## src/rtl/mem_bus_if.sv

```systemverilog
// MEM-stage responder: turns each EX/MEM memory request into one word transaction on a req/ack bus.
// Optional ack watchdog is compiled in with `define MEM_BUS_TIMEOUT_EN.
module mem_bus_if #(
  parameter int ADDR_W  = 32,
  parameter int DATA_W  = 32,
  parameter int TIMEOUT = 255
) (
  input  logic              clk,
  input  logic              rst,
  input  logic [1:0]        mem_memrw,
  input  logic [ADDR_W-1:0] mem_memaddr,
  input  logic [DATA_W-1:0] mem_memdata,
  output logic              stall_req,
  output logic [DATA_W-1:0] load_data,
  output logic              addr_err,
  output logic              bus_req,
  output logic              bus_we,
  output logic [ADDR_W-1:0] bus_addr,
  output logic [DATA_W-1:0] bus_wdata,
  input  logic              bus_ack,
  input  logic [DATA_W-1:0] bus_rdata,
  output logic              bus_err
);

  typedef enum logic [1:0] {IDLE, WAIT, DONE} state_t;

  state_t            state_q, state_d;
  logic              bus_req_q, bus_req_d;
  logic              bus_we_q, bus_we_d;
  logic [ADDR_W-1:0] addr_q, addr_d;
  logic [DATA_W-1:0] wdata_q, wdata_d;
  logic [DATA_W-1:0] load_q, load_d;
  logic              addr_err_q, addr_err_d;
  logic              valid, aligned, expire;

  assign valid   = (mem_memrw == 2'b01) || (mem_memrw == 2'b10);
  assign aligned = (mem_memaddr[1:0] == 2'b00);

`ifdef MEM_BUS_TIMEOUT_EN
  localparam int CntW = ($clog2(TIMEOUT + 1) > 8) ? $clog2(TIMEOUT + 1) : 8;

  logic [CntW-1:0] cnt_q, cnt_d;
  logic            bus_err_q, bus_err_d;

  assign expire = (cnt_q == CntW'(TIMEOUT - 1));

  // Counter restarts every time WAIT is entered; an ack in the expiry cycle takes priority.
  always_comb begin
    cnt_d     = '0;
    bus_err_d = 1'b0;
    if (state_q == WAIT) begin
      cnt_d     = cnt_q + 1'b1;
      bus_err_d = !bus_ack && expire;
    end
  end

  always_ff @(posedge clk or posedge rst) begin
    if (rst) begin
      cnt_q     <= '0;
      bus_err_q <= 1'b0;
    end else begin
      cnt_q     <= cnt_d;
      bus_err_q <= bus_err_d;
    end
  end

  assign bus_err = bus_err_q;
`else
  assign expire  = 1'b0;
  // Without the watchdog this is low for any legal TIMEOUT.
  assign bus_err = (TIMEOUT < 0);
`endif

  always_comb begin
    state_d    = state_q;
    bus_req_d  = bus_req_q;
    bus_we_d   = bus_we_q;
    addr_d     = addr_q;
    wdata_d    = wdata_q;
    load_d     = load_q;
    addr_err_d = 1'b0;
    case (state_q)
      IDLE: begin
        if (valid && aligned) begin
          bus_req_d = 1'b1;
          bus_we_d  = mem_memrw[1];
          addr_d    = mem_memaddr;
          wdata_d   = mem_memdata;
          state_d   = WAIT;
        end else if (valid) begin
          addr_err_d = 1'b1;
        end
      end
      WAIT: begin
        if (bus_ack) begin
          bus_req_d = 1'b0;
          if (!bus_we_q) load_d = bus_rdata;
          state_d = DONE;
        end else if (expire) begin
          bus_req_d = 1'b0;
          if (!bus_we_q) load_d = DATA_W'(32'hDEADBEEF);
          state_d = DONE;
        end
      end
      // The inputs still hold the request just served, so DONE never samples them.
      DONE:    state_d = IDLE;
      default: state_d = IDLE;
    endcase
  end

  always_ff @(posedge clk or posedge rst) begin
    if (rst) begin
      state_q    <= IDLE;
      bus_req_q  <= 1'b0;
      bus_we_q   <= 1'b0;
      addr_q     <= '0;
      wdata_q    <= '0;
      load_q     <= '0;
      addr_err_q <= 1'b0;
    end else begin
      state_q    <= state_d;
      bus_req_q  <= bus_req_d;
      bus_we_q   <= bus_we_d;
      addr_q     <= addr_d;
      wdata_q    <= wdata_d;
      load_q     <= load_d;
      addr_err_q <= addr_err_d;
    end
  end

  assign stall_req = !rst && (((state_q == IDLE) && valid && aligned) || (state_q == WAIT));
  assign load_data = load_q;
  assign addr_err  = addr_err_q;
  assign bus_req   = bus_req_q;
  assign bus_we    = bus_we_q;
  assign bus_addr  = addr_q;
  assign bus_wdata = wdata_q;

endmodule

```

## config.mk

```make
export PLATFORM = sky130hd
export DESIGN_NAME = mem_bus_if
export DESIGN_NICKNAME = d
export VERILOG_FILES = /design/src/rtl/mem_bus_if.sv
export SDC_FILE = /design/constraint.sdc
export NUM_CORES = 1
export LEC_CHECK = 0
export CORE_MARGIN = 2
export CORE_UTILIZATION = 35
export DETAILED_ROUTE_END_ITERATION = 16
export GPL_TIMING_DRIVEN = 1
export PLACE_DENSITY = 0.71
export SETUP_SLACK_MARGIN = 0.5
export SLEW_MARGIN = 20
export SYNTH_ARGS = -nofsm -noshare
export SYNTH_HDL_FRONTEND = slang
export SYNTH_SLANG_ARGS = --single-unit
```

## constraint.sdc

```tcl
create_clock -name clk -period 4 [get_ports clk]
set_clock_uncertainty 0.1 [all_clocks]
set_input_delay 1 -clock clk [delete_from_list [all_inputs] [get_ports clk]]
set_output_delay 1 -clock clk [all_outputs]
set_load 0.03 [all_outputs]
```

-- Word-level counts from Yosys, hierarchy flattened
Index checks and enable logic that the tools add are counted.
Widths: inputs -> output; s select.
- output and inout bits: 101
- input port bits: 101
- logic and storage cells: 36
- register bits after elaboration: 101
- equality and inequality tests: 5
- reduce and logical (&&, ||, !) cells: 14
- mux-type cells: 9
- bitwise operators: 1
- operators by type and width (operator ; number):
    $reduce_and 3->1 ; 2
    $mux 1 ; 5
    $eq 2x1->1 const B ; 2
    $logic_and 1x1->1 ; 4
    $logic_not 2->1 ; 2
    $mux 2 ; 2
    $ne 2x2->1 const B ; 2
    $pmux 2 s2 ; 1
    $reduce_and 2->1 ; 2
    $eq 2x2->1 const B ; 1
    $logic_or 1x1->1 ; 2
    $pmux 1 s2 ; 1
    $reduce_bool 2->1 ; 1
    $logic_not 1->1 ; 1
    $not 1->1 ; 1

-- Depth between registers and ports, before layout
Gate-level depths: netlist (run 1).
- depth in word-level cells: 6
- gate-level depth with buffers: 5
- mapped depth without buffers: 3

-- Least setup slack after synthesis (run 1)
No wires, ideal clock.
- path kind: input port to output port
- from: input port mem_memrw[0]
- to: output port stall_req
- stages on the path: 5
- required time: 2900 ps
- slack: 759 ps
- arrival time: 2141 ps
- buffers on the path: 2
- cell sequence: xor2_1 nand3_1 buf_4 buf_6 a21oi_1
- cells in the longest elaborated chain, start to end: 6
- elaborated cells between the ends (all ways): 7
- classes of those cells: eq/ne: 2; reduce/logical: 5
- ends and longest elaborated chain (item ; line ; RTL):
    start: declaration ; 10 ; input logic [1:0] mem_memrw,
    $eq 2x1->1 or $eq 2x2->1 (tied branches) ; 36 ; assign valid = (mem_memrw == 2'b01) || (mem_memrw == 2'b10);
    $logic_or 1x1->1 * ; 36 ;
    $logic_and 1x1->1 * (2 in series) ; 131 ; assign stall_req = !rst && (((state_q == IDLE) && valid && aligned) || (state_q == WAIT));
    $logic_or 1x1->1 * ; 131 ;
    $logic_and 1x1->1 * ; 131 ;
    end: declaration ; 13 ; output logic stall_req,
Mark *: on every way between the ends. The rest lies on a longest branch, timed or not.

-- Worst setup path in the final report (run 1)
- from: input port mem_memrw[1]
- to: output port stall_req
Same word-level chain as after synthesis.

==> results.md, run 1 <==
- TritonCTS built the clock tree.
- The global route total overflow is 0.
- The max-slew violation total from the final report is 0.
- Static timing analysis puts the maximum clock frequency at 295 MHz.
- The clock-pin slew reported for the worst setup and hold paths after clock tree synthesis is 80 ps.
- The area of all sequential standard cells is 2530 µm².
- Once placement completed, the tool counted placed cells totaling 559.
- The initial utilization of the core area, before any placement, comes to 0.355.
- The synthesized-area fraction occupied by xor and xnor cells is 0.00231.
- The number of flip-flops and latches in the synthesized netlist is 101.
- The layout cell share with drive strength beyond 1 is 0.262.
- Headroom to the max-slew limit came out at 0.408.
- The static leakage power is 2.61 nW.
- The signal on the critical path passes through clkdlybuf4s50_1 > xor2_1 > nand3_4 > a21oi_1 > buf_4.
- The tool flagged a number of max-cap violations equal to 0.
- The count of hold buffers inserted by post-cts repair is 0.
- After technology mapping, the gate count stands at 225.
- The mean instance size in the synthesized netlist is 16.9 µm².
- Of the total synthesized cell area, the portion taken by AND, OR, NAND and NOR gates is 0.0152.
- The depth of the CTS H-tree is 3.
- The layout has 911 filler cells.
- The multi-input combinational cells in the finished layout cover a total of 1200 µm².
- The sequential element share of the synthesized area is 0.666.
- Grouping stages by cell kind, the critical path spends the most delay in buffers and inverters.
- The clock network latency to the later pin of the worst-skew pair is 340 ps.
- The number of antenna diodes in the final layout is 0.
- The post-synth net total is 326.
- Routability-driven placement finished with a final weighted congestion of 0.684.
- Hold timing on the final database bottoms out at a slack of 380 ps.
- The largest single stage delay on the critical path is 500 ps.
- The overall fraction of global-route tracks in use is 0.151.
- The post-layout net count is 531.
- The total die area is 11700 µm².
- The portion of synthesized cell area occupied by the leading cell type is 0.666.
- The dominant combinational cell family by area after synthesis is multiplexers.
- Buffers placed on the I/O ports in this run total 200.
- The maximum number of pins on one net before global-route repair is 68.
- The area fraction in compound gates after synthesis is 0.00264.
- The final routed wire length divided by cell count is 15.4 µm.
- Buffers inserted during clock tree synthesis total 9.
- For this design, the slowest cell found on the critical path is sky130_fd_sc_hd__clkdlybuf4s50_1.
- The worst setup path is of the primary input to output pin kind.
- At the placement stage, the worst setup path has a slack of 570 ps.
- STA puts the critical path data arrival time at 2290 ps.
- The flow ran to the end, and the final reports show no timing, DRC or antenna violations.
- The number of failing setup endpoints in the final timing report is 0.
- Counting every sink on the clock net gives 101.
- The routed layout has 2580 vias.
- The worst path in the final design needs a cycle of 3390 ps, including I/O delays and setup.
- The final hold violation count was 0.
- 202 I/O pins were placed.
- sky130_fd_sc_hd__dfrtp_1 takes more of the synthesized area than any other cell.
- The placement row count is 38.
- The first global-routing pass estimated 13500 µm of wire.
- The clock root buffer master is sky130_fd_sc_hd__clkbuf_8.
- In this run, distinct cell masters in the synthesized netlist total 18.
- The DRC violation total after the first TritonRoute iteration is 76.
- The height of the die is 108 µm.
- The detail route stage leaves a number of antenna-violating nets equal to 0.
- The total wirelength of the detailed-routed design is 8860 µm.
- In this run the worst hold path is classified as register to register.
- For the worst setup path, the data required time is 2900 ps.
- The first detailed-routing pass ran for 4 iterations.
- Post-CTS repair changed the size of 0 cells.
- The adder and majority gate portion of the synthesized area is 0.
- In this run the power density over the cells is 691 nW/µm².
- Yosys attributes the largest share of cell area to sky130_fd_sc_hd__dfrtp_1 67%, sky130_fd_sc_hd__mux2_2 24%, sky130_fd_sc_hd__mux2_4 4.0%, sky130_fd_sc_hd__mux2_1 1.5%, sky130_fd_sc_hd__buf_2 0.92%.
- The maximum VDD drop is 0.000369 V.
- The startpoint kind of the worst setup timing path is a primary input.
- The area of the core is 10700 µm².
- The kind of end point of the critical path is an output pin.
- During synthesis, Yosys emitted a total of 0 warnings.
- The cell area that synthesis handed to floorplanning was 3790 µm².
- The actual slew at the worst max-slew pin is 887 ps.
- For this run, the share of the core covered by cells in the final layout is 0.574.
- Once routing completed, OpenROAD measured the worst setup slack at 608 ps.
- After detailed routing, the number of vias per cell comes to 4.49.
- The floorplan step set the die width to 108 µm.
- The initial antenna violation count is 0.
- The multiplexer area fraction after synthesis is 0.292.
- Setup repair after global routing left no endpoint under its margin.
- The share of the cycle needed by the critical path after routing is 0.848.
- The setup fix buffers added after clock tree synthesis is 0.
- The via count of the first global-routing pass is 2704.
- The detailed-placement wirelength estimate is 6650 µm.
- The worst-path maximum fanout is 2.
- The area added between synthesis and finish is 61.9%.
- The setup total negative slack is 0 ps.
- The post-route DRC violation count is 0.
- The clock passes through at most 2 buffers.
- Once layout is complete, the cells apart from fillers number 575.
- Together, buffers and inverters on the worst path number 2.
[flip-flops by register name, indices dropped and copies added, names as in the netlist]
name / count
addr_err: 1
bus_addr: 32
bus_req: 1
bus_wdata: 32
bus_we: 1
load_data: 32
state_q: 2
[power by group]
group          leakage [nW]  internal, mW  total [mW]  switching, mW
clock network        0.0921         0.258       0.588          0.331
registers              1.21          1.39        1.57          0.182
logic                  1.30         0.999        2.08           1.09
[kinds of logic (layout without fill, tap and decap cells)]
kind of cell              after synthesis  count (layout)
DFF                                   101             101
muxes                                  95              95
buffers and inverters                  13             223
and+or+nand+nor                        12              12
AOI/OAI and AO/OA                       2               2
other                                   1               1
xor gates and xnor gates                1               1
[cells in the final DEF, fill, tap and decap left out, types with 2 or more instances in the layout]
| cell type | instances |
|---|---|
| sky130_fd_sc_hd__clkdlybuf4s50_1 | 199 |
| sky130_fd_sc_hd__dfrtp_1 | 101 |
| sky130_fd_sc_hd__mux2_2 | 80 |
| sky130_fd_sc_hd__clkbuf_8 | 11 |
| sky130_fd_sc_hd__mux2_4 | 10 |
| sky130_fd_sc_hd__mux2_1 | 5 |
| sky130_fd_sc_hd__buf_4 | 5 |
| sky130_fd_sc_hd__nor2_1 | 3 |
| sky130_fd_sc_hd__nand2_1 | 3 |
| sky130_fd_sc_hd__clkinv_2 | 3 |
| sky130_fd_sc_hd__and2_1 | 2 |
| sky130_fd_sc_hd__clkinvlp_4 | 2 |
[synthesized netlist by cell type (all sizes together)]
cell type,n
dfrtp,101
inv,2
and2,2
nand2,3
o21ai,1
buf,11
conb,1
nand2b,1
nand3b,1
xor2,1
nand3,1
nor2,4
a21oi,1
mux2,95
[per-stage QoR]
stage | power [mW] | instance area [µm²]
CTS | 4.31 | 6140
floorplan | 2.74 | 3800
detailed placement | 3.71 | 5970
global route | 4.47 | 6140
global placement | 3.67 | 5970
finish | 4.25 | 6140
[worst reg2reg max path: stages, from the launching register on]
cell                      delay (ps)
sky130_fd_sc_hd__dfrtp_1         370
sky130_fd_sc_hd__nor2_1           80
sky130_fd_sc_hd__nand3_4          90
sky130_fd_sc_hd__buf_4           660
sky130_fd_sc_hd__mux2_2          490
[path summary, 6_finish.rpt]
check                                   from      endpoint  slack [ps]  cells past startpoint
min in group asynchronous                rst  bus_wdata[1]        1080                      2
worst max register to register    state_q[0]  bus_addr[28]        2100                      4
worst min-delay path                 bus_req       bus_req         380                      2
worst max-delay path            mem_memrw[1]     stall_req         610                      5
worst min register to register       bus_req       bus_req         380                      2
max in group asynchronous                rst  bus_addr[30]        2010                      3
[layout make-up]
type / count / area share
Sequential cell: 101 / 0.411
Timing Repair Buffer: 205 / 0.334
Multi-Input combinational cell: 111 / 0.196
Tap cell: 140 / 0.0285
Clock buffer: 12 / 0.0253
Clock inverter: 4 / 0.00367
Inverter: 2 / 0.00183
[metal layers]
layer | track usage | vias to the layer above | routed length (µm) | part of all wire
li1 | - | 1182 | - | -
met1 | 0.176 | 1278 | 3410 | 0.39
met2 | 0.257 | 108 | 4490 | 0.51
met3 | 0.0476 | 12 | 785 | 0.089
met4 | 0.0650 | 0 | 171 | 0.019
met5 | 0 | - | 0 | 0
No activity file was read; power rests on OpenSTA's default activity.
==> inputs of run 2 (changes only) <==
- PLACE_DENSITY: 0.71 -> 0.74
- clock period: 4 -> 2.8 ns (I/O delays scaled with it)
==> results.md, run 2 (synthesis gave the netlist of run 1 again) <==
- The reg-to-reg setup timing slack is 1120 ps.
- The count of antenna diodes in the layout is 0.
- The die is 108 µm tall.
- The initial antenna violation count is 0.
- For this design, the CTS-stage hold fixing added 0 buffers.
- Cell internal power was estimated by the tool at 3.83 mW.
- The TritonCTS clock tree is built.
- The switching power is 2.30 mW.
- For this configuration, the core starts out at a cell density of 0.355.
- The die outline width is 108 µm.
- The number of failing setup endpoints in the final timing report is 0.
- The library cells used most frequently in the layout, excluding fill and tap cells, are 190 x sky130_fd_sc_hd__clkdlybuf4s50_1, 101 x sky130_fd_sc_hd__dfrtp_1, 80 x sky130_fd_sc_hd__mux2_2.
- In this run the core area contains 38 standard-cell rows.
- The number of buffers added on ports is 200.
- The final hold violation count came to 0.
- The number of clock buffers added by TritonCTS is 9.
- The layout has 899 filler cells.
- At the placement stage, the worst setup path has a slack of 57.6 ps.
- In the final routed layout, each cell accounts on average for 16.1 µm.
- STA puts the critical path data arrival time at 1430 ps.
- Of the cells placed in the final design, the portion with a size suffix greater than 1 is 0.273.
- Max-cap violations in this run came to 0.
- The clock-pin slew reported for the worst setup and hold paths after clock tree synthesis is 90 ps.
- The total power divided by cell area is 984 nW/µm².
- The H-tree was split into 3 levels.
- Dividing the final minimum period by the clock period gives 0.796.
- Total power for the finished layout comes to 6.13 mW.
- The total die area is 11700 µm².
- The fraction of power consumed by the clock network is 0.142.
- The clock sink count is 101.
- The count of nets left with antenna violations once routing finished came out at 0.
- The kind of end point of the critical path is an output pin.
- For the pin with the worst max-slew slack, the measured transition is 593 ps.
- For this block, the via count after detailed routing is 2553.
- The detailed-placement wirelength estimate is 6690 µm.
- The number of optimization iterations in the first detailed-route pass is 4.
- The area added between synthesis and finish is 64.0%.
- The global route total overflow is 0.
- Headroom to the max-slew limit came out at 0.604.
- The category of the critical setup timing path is register to output pin.
- Setup repair after global routing left no endpoint under its margin.
- The post-route DRC violation count is 0.
- The maximum number of pins on one net before global-route repair is 68.
- The critical path buffer and inverter count is 1.
- Walking the worst path, the cells encountered are clkdlybuf4s50_1.
- Broken down by cell family, the worst path's largest delay share belongs to buffers and inverters.
- The via count of the first global-routing pass is 2746.
- The worst-path maximum fanout is 2.
- The clock network latency to the later pin of the worst-skew pair is 370 ps.
- The clock passes through at most 2 buffers.
- The first global-routing pass estimated 13800 µm of wire.
- The startpoint kind of the worst setup timing path is a register.
- The overall fraction of global-route tracks in use is 0.158.
- The required time at the endpoint of the critical path is 2000 ps.
- The first routing iteration left 70 violations.
- The cell with the largest stage delay on the worst path is sky130_fd_sc_hd__clkdlybuf4s50_1.
- Leaving out fill and tap cells, the most frequent cell in the layout is sky130_fd_sc_hd__clkdlybuf4s50_1.
- The setup total negative slack is 0 ps.
- VDD sags by at most 0.000543 V.
- 202 I/O pins were placed.
- The number of vias per cell after detailed routing is 4.46.
- The congestion estimate from routability-driven global placement came to 0.704.
- The shortest clock period the worst path allows after layout is 2230 ps.
- Setup slack on the critical path of the routed design comes to 572 ps.
- The worst hold path belongs to the class primary input to async pin.
- The area of the core is 10700 µm².
- In this run the static leakage power is 2.67 nW.
- The tree is rooted in a sky130_fd_sc_hd__clkbuf_8.
- The power share of the sequential group is 0.368.
- The share of total power dissipated in combinational logic is 0.490.
- For this run, the top clock speed supported by timing is 449 MHz.
- On the worst path, the slowest cell contributes a delay of 690 ps.
- The total wirelength of the detailed-routed design is 9210 µm.
- The run finished with clean final reports.
- The max-slew violation total from the final report came to 0.
- The post-layout net count is 531.
- The net switching share of the total power is 0.375.
-- run 2: changes by cell type in the layout (fill, tap and decap cells not counted), moves of 2 or more --
cell / change
sky130_fd_sc_hd__buf_2: +2
sky130_fd_sc_hd__clkdlybuf4s50_1: -9
sky130_fd_sc_hd__clkdlybuf4s15_1: +2
sky130_fd_sc_hd__clkbuf_8: +2
sky130_fd_sc_hd__dlymetal6s2s_1: +4
sky130_fd_sc_hd__buf_12: +3
sky130_fd_sc_hd__clkinv_2: -2
sky130_fd_sc_hd__buf_4: -4
-- run 2: cell type report --
type                    instances  area [µm²]  area share
clock inverters                 1        5.00    0.000804
clock buffers                  13         179      0.0288
inverters                       2        11.3     0.00181
flip-flops and latches        101        2530       0.406
repair buffers                205        2090       0.336
well taps                     140         175      0.0282
multi-input cells             111        1230       0.198
-- run 2: per-stage QoR --
stage	hold slack (ps)	cells	utilization	area, µm²
2_1_floorplan	409	225	-	3830
3_3_place_gp	368	558	0.562	6010
3_5_place_dp	369	558	0.562	6010
4_1_cts	391	572	0.580	6200
5_1_grt	387	573	0.582	6220
6_report	381	573	0.582	6220
-- run 2: path summary, 6_finish.rpt --
kind / from / end / cells after the start
worst max-delay path: bus_addr[8] / bus_addr[8] / 1
worst min-delay path: rst / state_q[1] / 2
worst max register to register: state_q[0] / bus_wdata[1] / 5
worst min register to register: bus_req / bus_req / 2
max in group asynchronous: rst / bus_wdata[5] / 3
min in group clk: bus_req / bus_req / 2
-- run 2: power groups by stage --
| stage | sequential (mW) | combinational (mW) | clock [mW] |
|---|---|---|---|
| global route | 2.33 | 3.13 | 0.988 |
| global placement | 2.25 | 3.00 | 0 |
| finish | 2.25 | 3.00 | 0.870 |
| CTS | 2.26 | 3.04 | 0.915 |
| detailed placement | 2.29 | 3.03 | 0 |
| floorplan | 3.35 | 0.568 | 0 |
-- run 2: layer usage --
metal,vias to the layer above,part of all wire,global-route usage
li1,1175,-,-
met1,1250,0.38,0.177
met2,113,0.50,0.261
met3,15,0.10,0.0838
met4,0,0.018,0.0495
met5,-,0,0
-- run 2: repair_timing --
action,CTS,global route
gates resized for setup,15,5
pin swaps,4,2
endpoints found under the setup margin,2,4
buffers inserted,0,1
